==> config.mk <==
export PLATFORM = sky130hd
export DESIGN_NAME = chunk_stream_arbiter
export DESIGN_NICKNAME = d
export VERILOG_FILES = /design/src/rtl/chunk_stream_arbiter.sv
export SDC_FILE = /design/constraint.sdc
export NUM_CORES = 1
export LEC_CHECK = 0
export CAP_MARGIN = 20
export CORE_ASPECT_RATIO = 1.25
export CORE_MARGIN = 4
export CORE_UTILIZATION = 41
export DETAILED_ROUTE_END_ITERATION = 6
export HOLD_SLACK_MARGIN = 0.03
export PLACE_DENSITY = 0.88
export SLEW_MARGIN = 20
export SYNTH_ARGS = -nofsm -noshare
export SYNTH_HDL_FRONTEND = slang
export SYNTH_SLANG_ARGS = --single-unit
==> constraint.sdc <==
create_clock -name clk_in -period 2.3 [get_ports clk_in]
set_clock_uncertainty 0.15 [all_clocks]
set_input_delay 0.46 -clock clk_in [delete_from_list [all_inputs] [get_ports clk_in]]
set_output_delay 0.46 -clock clk_in [all_outputs]
set_load 0.05 [all_outputs]
==> src/rtl/chunk_stream_arbiter.sv <==
// Round-robin arbiter that hands one chunk-serial big-number pipeline to producer A or B
// for a whole number at a time. Granted chunks are forwarded through one register stage.
module chunk_stream_arbiter #(
    parameter int BITS_IN_NUM   = 4096,
    parameter int REGISTER_SIZE = 32
) (
    input  logic                     clk_in,
    input  logic                     rst_in,
    input  logic                     req_a_in,
    input  logic [REGISTER_SIZE-1:0] data_a_in,
    input  logic                     valid_a_in,
    input  logic                     req_b_in,
    input  logic [REGISTER_SIZE-1:0] data_b_in,
    input  logic                     valid_b_in,
    input  logic                     request_next_input,
    output logic                     grant_a_out,
    output logic                     grant_b_out,
    output logic [REGISTER_SIZE-1:0] data_out,
    output logic                     data_valid_out,
    output logic                     last_out,
    output logic                     src_b_out,
    output logic                     drop_err_out
);

    localparam int CHUNKS = BITS_IN_NUM / REGISTER_SIZE;
    localparam int CNT_W  = $clog2(CHUNKS + 1);
    localparam logic [CNT_W-1:0] LAST_IDX = CNT_W'(CHUNKS - 1);

    typedef enum logic [1:0] {
        IDLE    = 2'd0,
        GRANT_A = 2'd1,
        GRANT_B = 2'd2
    } state_t;

    state_t                     state_q, state_d;
    logic [CNT_W-1:0]           cnt_q, cnt_d;
    logic                       last_served_b_q, last_served_b_d;
    logic                       grant_a_q, grant_a_d;
    logic                       grant_b_q, grant_b_d;
    logic [REGISTER_SIZE-1:0]   data_q, data_d;
    logic                       valid_q, valid_d;
    logic                       last_q, last_d;
    logic                       src_b_q, src_b_d;
    logic                       drop_err_q, drop_err_d;

    // Per-source views so the granted/other selection is a single index.
    logic                       src_valid [2];
    logic [REGISTER_SIZE-1:0]   src_data  [2];
    logic                       cur_is_b;
    logic                       fwd_valid;
    logic                       other_valid;
    logic [REGISTER_SIZE-1:0]   fwd_data;

    assign src_valid[0] = valid_a_in;
    assign src_valid[1] = valid_b_in;
    assign src_data[0]  = data_a_in;
    assign src_data[1]  = data_b_in;

    always_comb begin
        state_d         = state_q;
        cnt_d           = cnt_q;
        last_served_b_d = last_served_b_q;
        data_d          = data_q;
        valid_d         = 1'b0;
        last_d          = 1'b0;
        src_b_d         = src_b_q;
        drop_err_d      = drop_err_q;
        // Grants trail the state register by one cycle.
        grant_a_d       = (state_q == GRANT_A);
        grant_b_d       = (state_q == GRANT_B);
        cur_is_b        = (state_q == GRANT_B);
        fwd_valid       = src_valid[cur_is_b];
        other_valid     = src_valid[!cur_is_b];
        fwd_data        = src_data[cur_is_b];

        case (state_q)
            IDLE: begin
                if (valid_a_in || valid_b_in) begin
                    drop_err_d = 1'b1;
                end
                if (request_next_input) begin
                    if (req_a_in && req_b_in) begin
                        state_d = last_served_b_q ? GRANT_A : GRANT_B;
                    end else if (req_a_in) begin
                        state_d = GRANT_A;
                    end else if (req_b_in) begin
                        state_d = GRANT_B;
                    end
                end
            end
            GRANT_A, GRANT_B: begin
                if (other_valid) begin
                    drop_err_d = 1'b1;
                end
                if (fwd_valid) begin
                    data_d  = fwd_data;
                    valid_d = 1'b1;
                    src_b_d = cur_is_b;
                    last_d  = (cnt_q == LAST_IDX);
                    if (cnt_q == LAST_IDX) begin
                        cnt_d           = '0;
                        last_served_b_d = cur_is_b;
                        state_d         = IDLE;
                    end else begin
                        cnt_d = cnt_q + CNT_W'(1);
                    end
                end
            end
            default: begin
                state_d = IDLE;
                cnt_d   = '0;
            end
        endcase
    end

    always_ff @(posedge clk_in) begin
        if (rst_in) begin
            state_q         <= IDLE;
            cnt_q           <= '0;
            last_served_b_q <= 1'b1;
            grant_a_q       <= 1'b0;
            grant_b_q       <= 1'b0;
            data_q          <= '0;
            valid_q         <= 1'b0;
            last_q          <= 1'b0;
            src_b_q         <= 1'b0;
            drop_err_q      <= 1'b0;
        end else begin
            state_q         <= state_d;
            cnt_q           <= cnt_d;
            last_served_b_q <= last_served_b_d;
            grant_a_q       <= grant_a_d;
            grant_b_q       <= grant_b_d;
            data_q          <= data_d;
            valid_q         <= valid_d;
            last_q          <= last_d;
            src_b_q         <= src_b_d;
            drop_err_q      <= drop_err_d;
        end
    end

    assign grant_a_out    = grant_a_q;
    assign grant_b_out    = grant_b_q;
    assign data_out       = data_q;
    assign data_valid_out = valid_q;
    assign last_out       = last_q;
    assign src_b_out      = src_b_q;
    assign drop_err_out   = drop_err_q;

endmodule

==> impl_metrics.py, run 1 <==
metrics = {
    "global_routing": {
        "grt_max_degree": 41,
        "grt_pass1_wl_um": 9230,
        "antenna_found_initial": 0,
        "grt_pass1_vias": 2066,
        "grt_overflow": 0,
        "track_usage_pct": 17.1,
    },
    "clock_network": {
        "worstSkewPairLatency_ns": 0.30,
        "cts_buffer_depth": 2,
        "htreeDepth": 2,
        "post_cts_hold_buffer_count": 0,
        "root_buffer": "clkbuf_8",
        "path_clk_slew_ns": 0.08,
        "numCtsBuffers": 5,
        "tritoncts": "built",
        "clkSinkCount": 49,
    },
    "finish": {
        "postLayoutCoreUtil_pct": 65.6,
        "largest_reg_flops": 32,
        "syn_to_final_growth_pct": 55.2,
        "fillCellCount": 463,
        "final_nets": 411,
        "multi_input_area_sq_mm": 0.00120,
        "regArea_sq_um": 981,
        "drive_above_1_share_pct": 9.20,
        "n_antenna_cell": 0,
    },
    "detailed_routing": {
        "drt_pre_antenna_iters": 4,
        "vias_per_cell": 5.09,
        "drc": 0,
        "routed_wl_um": 5850,
        "wl_per_cell_um": 14.6,
        "drtIter0Drc": 48,
        "vias": 2040,
        "postRouteAntennaNets": 0,
    },
    "synth": {
        "netlist_area_sq_mm": 0.00229,
        "syn_nets": 308,
        "syn-mean-instance-area_sq_um": 9.81,
        "ys_seq_area_share_pct": 42.9,
        "synth-main-ff-cell": "dfxtp_1",
        "async_flop_share_pct": 0,
        "ys_types": 36,
        "synth_edf_count": 0,
        "syn_inst": 233,
        "ys_warn_count": 0,
        "yosys_register_bits": 49,
    },
    "worst_setup_path": {
        "reg2reg_from": "state_q[1]",
        "critPathMaxStageDelay_ns": 0.85,
        "arrival_ns": 1.49,
        "crit_path_cell_trace": "clkdlybuf4s50_1",
        "path_buf_inv": 1,
        "worst-r2r-cell-count": 6,
        "cp_max_fo": 2,
        "critPathKind": "reg -> out",
        "rr_endpoint": "data_out[24]",
        "rrSetupSlack_ns": 0.30,
        "worstPathRequired_ns": 1.69,
        "critPathTopFamily": "buffers and inverters",
        "start_kind": "register",
        "end_kind": "output port",
        "cpMaxStageDelayCell": "clkdlybuf4s50_1",
    },
    "timing": {
        "slew-limit-headroom_pct": 62.9,
        "hold_violations": 0,
        "fin_tns_setup_ns": 0,
        "rsz0062_at_grt": "no",
        "finalSetupViolations": 0,
        "min_period_over_period_pct": 91.4,
        "tightest_slew_ns": 0.555,
        "period_minus_slack_ns": 2.10,
        "hold_slack_ns": 0.349,
        "max_freq_mhz": 476,
        "slew_viol_final": 0,
    },
    "pwr": {
        "irDropWorstVdd_uv": 785,
        "power_density_mw_per_mm2": 1380,
        "leakagePower_nw": 1.20,
    },
    "die": {
        "coreArea_sq_mm": 0.00541,
        "fp.dieH_um": 91.5,
        "start_util_pct": 42.3,
        "io_pins": 109,
        "row_count": 30,
        "die_w_um": 74.8,
        "die_area_sq_mm": 0.00684,
    },
    "worst_hold_path": {
        "hold_end": "data_out[9]",
        "hold_start": "data_out[9]",
        "hold_depth": 2,
        "hp-class": "reg -> reg",
    },
    "status": {
        "status": "finished clean",
    },
    "placement": {
        "dpl.hpwl_um": 4640,
        "port_buffers": 108,
        "gp_congestion": 0.765,
    },
    "flow_run": {
        "max-cap-violations": 0,
    },
}
metal layers:
metal / GRT usage [%] / routed length (um) / up-vias
met2: 31.2 / 3150 / 66
met1: 17.9 / 2110 / 923
met3: 4.98 / 464 / 12
met4: 6.23 / 128 / 0
met5: 0 / 0 / -
li1: - / - / 1039
worst max-delay path by stage:
stage,from,end,slack [ns],cells past startpoint
after floorplan,state_q[0],data_out[15],0.44,9
after global placement,valid_a_in,cnt_q[7],0.20,5
after detailed placement,valid_b_in,data_out[24],0.09,6
after CTS,state_q[0],data_out[24],0.16,6
after global routing,state_q[1],data_out[23],0.10,6
final,data_out[21],data_out[21],0.20,1
layout make-up:
type                    count  share of cell area, %
flip-flops and latches     49                   27.7
multi-input cells         161                   33.9
clock buffers               5                   1.94
clock inverters             3                   1.83
repair buffers            113                   31.7
well taps                  64                   2.26
inverters                   6                  0.635
per-stage QoR:
step	area (sq um)	setup slack (ns)	total power [W]	cells
finish	3550	0.198	0.00489	401
global route	3550	0.100	0.00519	401
CTS	3540	0.157	0.00494	401
detailed placement	3410	0.0877	0.00421	393
global placement	3410	0.202	0.00412	393
floorplan	2290	0.435	0.00336	233
logic make-up after synthesis:
group           synth area share, %
simple gates                   12.2
compound gates                 19.7
flops                          42.9
mux                            15.4
buf+inv                        4.87
xor+xnor                       2.68
fa+ha+maj                      2.19
power breakdown:
| part | internal, W | switching [W] | total (W) |
|---|---|---|---|
| Clock | 0.000432 | 0.000281 | 0.000712 |
| Sequential | 0.00113 | 0.000142 | 0.00127 |
| Combinational | 0.00109 | 0.00182 | 0.00291 |
cells in the mapped netlist, types with 2 or more instances:
cell type | number | share of area, %
a2111oi_2 | 2 | 1.3
a211o_1 | 2 | 0.77
a211oi_1 | 25 | 8.2
a211oi_2 | 10 | 5.5
a21o_1 | 2 | 0.66
a21oi_1 | 4 | 0.88
buf_2 | 5 | 1.1
buf_4 | 3 | 0.99
clkbuf_1 | 7 | 1.1
dfxtp_1 | 49 | 43
ha_1 | 4 | 2.2
inv_1 | 6 | 0.99
mux2i_1 | 33 | 14
nand2_1 | 5 | 0.82
nand2b_1 | 3 | 0.82
nand4_1 | 2 | 0.55
nor2_1 | 45 | 7.4
nor2b_1 | 2 | 0.55
xnor2_1 | 7 | 2.7
cells in the final DEF (no fill, tap or decap), types with 2 or more instances in the layout:
cell	instances
clkdlybuf4s50_1	107
ha_2	2
buf_4	4
ha_1	2
clkbuf_8	5
nor2_1	45
a211oi_2	10
nand4_1	2
a21o_1	2
a211oi_1	25
nand2_1	5
inv_1	6
a211o_1	2
a21oi_1	4
xnor2_1	7
nor2b_1	2
mux2i_1	33
dfxtp_1	49
bufinv_16	2
a2111oi_2	2
nand2b_1	3
what timing repair did:
action / in CTS / in global routing
buffers inserted: 0 / 0
setup endpoints to repair: 0 / 8
endpoints found under the hold margin: 0 / 0
gates resized for setup: 0 / 1
Note: power is estimated with default switching activity, not from simulation.
==> run 2, diff against run 1 <==
--- a/config.mk
+++ b/config.mk
@@ -11,7 +11,8 @@
 export CORE_UTILIZATION = 41
 export DETAILED_ROUTE_END_ITERATION = 6
 export HOLD_SLACK_MARGIN = 0.03
-export PLACE_DENSITY = 0.88
+export PLACE_DENSITY = 0.8
+export REMOVE_ABC_BUFFERS = 1
 export SLEW_MARGIN = 20
 export SYNTH_ARGS = -nofsm -noshare
 export SYNTH_HDL_FRONTEND = slang
==> run 2 against run 1 <==
Combinational power is 1% higher. Cell count is 0.25% higher. Non-clock buffer count grew 1. Highest routed layer unchanged. Largest power group unchanged. Sequential power is essentially flat. Critical endpoint is now data_out[25].
==> impl_metrics.py, run 2 (synthesized netlist as in run 1, its figures left out) <==
metrics = {
    "status": {
        "status": "finished clean",
    },
    "detailed_routing": {
        "drc": 0,
        "vias_per_cell": 5.00,
        "wl_per_cell_um": 14.1,
        "drt_pre_antenna_iters": 4,
        "vias": 2012,
        "dr_wl_met2_um": 2980,
        "drtIter0Drc": 55,
        "routed_wl_um": 5690,
        "postRouteAntennaNets": 0,
        "m1WireLength_um": 2220,
        "top_layer": "met4",
        "wl_met3_um": 432,
    },
    "worst_setup_path": {
        "start_kind": "register",
        "critPathMaxStageDelay_ns": 0.59,
        "cpMaxStageDelayCell": "ha_1",
        "rr_endpoint": "data_out[25]",
        "crit_path_cell_trace": "inv_1 > ha_1 > nor2b_4 > buf_12 > nor2_1 > a211oi_1",
        "cp_max_fo": 21,
        "worst-path-stages": 6,
        "cp-endpoint": "data_out[25]",
        "arrival_ns": 2.16,
        "reg2reg_from": "state_q[0]",
        "end_kind": "register",
        "worstPathRequired_ns": 2.35,
        "rrSetupSlack_ns": 0.19,
        "worst-r2r-cell-count": 6,
        "path_buf_inv": 2,
        "critPathTopFamily": "adder cells",
        "critPathKind": "reg -> reg",
        "setup.worst_path.start": "state_q[0]",
    },
    "global_routing": {
        "grt_max_degree": 27,
        "antenna_found_initial": 0,
        "grt_pass1_vias": 1992,
        "grt_overflow": 0,
        "track_usage_pct": 16.3,
        "grt_pass1_wl_um": 8850,
    },
    "pwr": {
        "power_density_mw_per_mm2": 1360,
        "irDropWorstVdd_uv": 1010,
        "leakagePower_nw": 1.20,
    },
    "clock_network": {
        "root_buffer": "clkbuf_8",
        "cts_buffer_depth": 2,
        "ctsResizeCount": 0,
        "path_clk_slew_ns": 0.09,
        "clkSinkCount": 49,
        "htreeDepth": 2,
        "numCtsBuffers": 5,
        "tritoncts": "built",
        "worstSkewPairLatency_ns": 0.30,
        "post_cts_buffers": 0,
        "post_cts_hold_buffer_count": 0,
    },
    "finish": {
        "multi_input_area_sq_mm": 0.00120,
        "regArea_sq_um": 981,
        "syn_to_final_growth_pct": 55.7,
        "postLayoutCoreUtil_pct": 65.9,
        "largest_reg_flops": 32,
        "layout_commonest_cell": "clkdlybuf4s50_1",
        "n_antenna_cell": 0,
        "drive_above_1_share_pct": 8.88,
        "final_nets": 412,
        "final_cell_mix": "107 x clkdlybuf4s50_1, 49 x dfxtp_1, 45 x nor2_1",
        "fillCellCount": 456,
    },
    "placement": {
        "dpl.hpwl_um": 4390,
        "gp_congestion": 0.796,
        "port_buffers": 108,
    },
    "die": {
        "io_pins": 109,
        "coreArea_sq_mm": 0.00541,
        "fp.dieH_um": 91.5,
        "row_count": 30,
        "start_util_pct": 42.3,
        "die_area_sq_mm": 0.00684,
        "die_w_um": 74.8,
    },
    "timing": {
        "hold_violations": 0,
        "rsz0062_at_grt": "no",
        "tightest_slew_ns": 0.520,
        "finalSetupViolations": 0,
        "slew_viol_final": 0,
        "min_period_over_period_pct": 91.9,
        "max_freq_mhz": 473,
        "slew-limit-headroom_pct": 65.2,
        "period_minus_slack_ns": 2.11,
        "fin_tns_setup_ns": 0,
    },
    "flow_run": {
        "max-cap-violations": 0,
    },
    "worst_hold_path": {
        "hp-class": "reg -> reg",
    },
}
## run 2: changes by cell type in the layout (fill, tap and decap cells not counted), sizes merged
cell,change
clkinv,-1
clkbuf,+2
buf,+1
bufinv,-1
## run 2: cell type report
class / count / share of cell area (%)
clock buffers: 7 / 2.43
inverters: 6 / 0.633
clock inverters: 1 / 0.844
flip-flops and latches: 49 / 27.6
multi-input cells: 161 / 33.7
well taps: 64 / 2.25
repair buffers: 114 / 32.5
## run 2: power breakdown
part           total, W  leakage (nW)  switching [W]  internal (W)
combinational   0.00295         0.745        0.00182       0.00114
clock          0.000629        0.0585       0.000274      0.000355
sequential      0.00127         0.399       0.000137       0.00113
total           0.00485          1.20        0.00223       0.00262
## run 2: how the worst min path moves through the flow
| stage | from | endpoint | slack, ns | cells past startpoint |
|---|---|---|---|---|
| global placement | drop_err_out | drop_err_out | 0.31 | 2 |
| global route | data_out[29] | data_out[29] | 0.37 | 2 |
| detailed placement | drop_err_out | drop_err_out | 0.32 | 2 |
| floorplan | last_served_b_q | last_served_b_q | 0.30 | 1 |
| CTS | drop_err_out | drop_err_out | 0.35 | 2 |
| finish | drop_err_out | drop_err_out | 0.34 | 2 |
## run 2: worst reg2reg max path, delay by kind of cell, from the launching register on
family	cells	cell delay, ns
buf+inv	2	0.27
compound gates	1	0.24
fa+ha+maj	1	0.59
simple gates	2	0.44
flops	1	0.34
## run 2: through the flow
step                std cells  area [sq um]  total power [W]  setup WS (ns)  hold WS [ns]
CTS                       402          3560          0.00490          0.181         0.351
global route              402          3560          0.00513         0.0409         0.367
floorplan                 216          2200          0.00330          -1.81         0.305
detailed placement        394          3440          0.00427          0.114         0.324
finish                    402          3560          0.00485          0.187         0.341
global placement          394          3440          0.00420          0.181         0.307
## run 2: routing by layer
metal  up-vias  global-route usage (%)
met4         0                    3.86
met2        63                    30.3
met1       908                    17.8
met5         -                       0
li1       1037                       -
met3         4                    4.32
==> run 3, diff against run 2 <==
==> constraint.sdc (replaced) <==
create_clock -name clk_in -period 2.3 [get_ports clk_in]
set_clock_uncertainty 0.15 [all_clocks]
set_input_delay 0.345 -clock clk_in [delete_from_list [all_inputs] [get_ports clk_in]]
set_output_delay 0.345 -clock clk_in [all_outputs]
set_load 0.05 [all_outputs]
==> run 3 against run 2 <==
Total power fell by 4.6%. Critical path depth unchanged. Utilization is 1.2 points lower. Wire length decreased by 2.4%.
==> impl_metrics.py, run 3 (synthesized netlist as in run 1, its figures left out) <==
metrics = {
    "global_routing": {
        "grt_max_degree": 47,
        "antenna_found_initial": 0,
        "grt_pass1_vias": 1957,
        "grt_pass1_wl_um": 8740,
        "track_usage_pct": 16.1,
        "grt_overflow": 0,
    },
    "clock_network": {
        "worstSkewPairLatency_ns": 0.29,
        "clkSinkCount": 49,
        "ctsResizeCount": 0,
        "root_buffer": "clkbuf_8",
        "post_cts_buffers": 0,
        "numCtsBuffers": 5,
        "path_clk_slew_ns": 0.08,
        "post_cts_hold_buffer_count": 0,
        "htreeDepth": 2,
        "cts_buffer_depth": 2,
        "tritoncts": "built",
    },
    "die": {
        "fp.dieH_um": 91.5,
        "io_pins": 109,
        "row_count": 30,
        "start_util_pct": 42.3,
        "coreArea_sq_mm": 0.00541,
        "die_w_um": 74.8,
        "die_area_sq_mm": 0.00684,
    },
    "worst_setup_path": {
        "start_kind": "register",
        "crit_path_cell_trace": "inv_1 > ha_1 > nor2b_4 > buf_12 > nor2_1 > a211oi_1",
        "worstPathRequired_ns": 2.36,
        "reg2reg_from": "state_q[1]",
        "critPathMaxStageDelay_ns": 0.59,
        "cpMaxStageDelayCell": "ha_1",
        "rrSetupSlack_ns": 0.24,
        "cp_max_fo": 46,
        "critPathKind": "reg -> reg",
        "rr_endpoint": "data_out[24]",
        "cp-endpoint": "data_out[24]",
        "worst-r2r-cell-count": 6,
        "arrival_ns": 2.12,
        "setup.worst_path.start": "state_q[1]",
        "end_kind": "register",
    },
    "timing": {
        "slew-limit-headroom_pct": 64.8,
        "rsz0062_at_grt": "no",
        "min_period_over_period_pct": 89.6,
        "finalSetupViolations": 0,
        "max_freq_mhz": 485,
        "period_minus_slack_ns": 2.06,
        "tightest_slew_ns": 0.527,
        "hold_violations": 0,
        "slew_viol_final": 0,
    },
    "placement": {
        "port_buffers": 108,
        "placed_area_sq_mm": 0.00341,
        "dpl.hpwl_um": 4360,
        "gp_congestion": 0.854,
        "place_inst": 393,
    },
    "detailed_routing": {
        "postRouteAntennaNets": 0,
        "vias": 2016,
        "vias_per_cell": 5.03,
        "drt_pre_antenna_iters": 4,
        "drtIter0Drc": 42,
        "drc": 0,
        "wl_per_cell_um": 13.8,
        "routed_wl_um": 5550,
    },
    "finish": {
        "fillCellCount": 486,
        "drive_above_1_share_pct": 8.61,
        "syn_to_final_growth_pct": 52.8,
        "layout_commonest_cell": "clkdlybuf4s50_1",
        "final_cell_count_no_fill": 401,
        "n_antenna_cell": 0,
        "final_nets": 411,
        "multi_input_area_sq_mm": 0.00120,
        "regArea_sq_um": 981,
        "largest_reg_flops": 32,
        "finalInstanceArea_sq_mm": 0.00349,
        "final_cell_mix": "107 x clkdlybuf4s50_1, 49 x dfxtp_1, 45 x nor2_1",
    },
    "pwr": {
        "power_density_mw_per_mm2": 1320,
        "irDropWorstVdd_uv": 1000,
        "leakagePower_nw": 1.18,
    },
    "status": {
        "status": "finished clean",
    },
    "worst_hold_path": {
        "hp-class": "in -> reg",
    },
    "flow_run": {
        "max-cap-violations": 0,
    },
}
-- run 3: changes by cell type in the layout (fill, tap and decap cells not counted), sizes merged --
cell,before,now
bufinv,1,0
clkinv,0,2
clkbuf,7,6
buf,7,6
-- run 3: how the worst min path moves through the flow --
stage | from | endpoint | slack, ns | cells past startpoint
after global routing | data_out[23] | data_out[23] | 0.37 | 2
after floorplan | rst_in | data_out[12] | 0.26 | 1
final | rst_in | drop_err_out | 0.33 | 2
after detailed placement | drop_err_out | drop_err_out | 0.31 | 2
after CTS | rst_in | drop_err_out | 0.32 | 2
after global placement | drop_err_out | drop_err_out | 0.31 | 2
-- run 3: layout make-up --
class	count	share of cell area [%]
clock buffers	6	2.08
clock inverters	2	0.287
inverters	6	0.645
multi-input cells	161	34.4
flip-flops and latches	49	28.1
well taps	64	2.29
repair buffers	113	32.2
-- run 3: routing by layer --
| layer | routed length (um) | up-vias | global-route usage (%) |
|---|---|---|---|
| met4 | 49 | 0 | 4.90 |
| li1 | - | 1042 | - |
| met3 | 424 | 6 | 3.88 |
| met1 | 2170 | 913 | 17.6 |
| met5 | 0 | - | 0 |
| met2 | 2910 | 55 | 29.5 |
-- run 3: power by group --
| part | internal, W | switching [W] |
|---|---|---|
| logic | 0.00108 | 0.00179 |
| clock network | 0.000211 | 0.000270 |
| registers | 0.00113 | 0.000137 |
| total | 0.00242 | 0.00220 |
-- run 3: critical path: cells and delay by family, from the launching register on --
kind | cells | cell delay [ns]
buffers and inverters | 2 | 0.31
and+or+nand+nor | 2 | 0.35
DFF | 1 | 0.34
AOI/OAI and AO/OA | 1 | 0.22
adders and majority gates | 1 | 0.59
-- run 3: stage by stage --
stage               setup WS, ns  hold slack, ns  power [W]  util (%)  TNS (ns)
finish                     0.238           0.332    0.00462      64.6         0
global route              0.0543           0.374    0.00491      64.6         0
global placement           0.293           0.311    0.00414      63.1         0
floorplan                  -1.81           0.260    0.00330         -    -61.76
CTS                        0.225           0.323    0.00469      64.6         0
detailed placement         0.255           0.315    0.00420      63.1         0
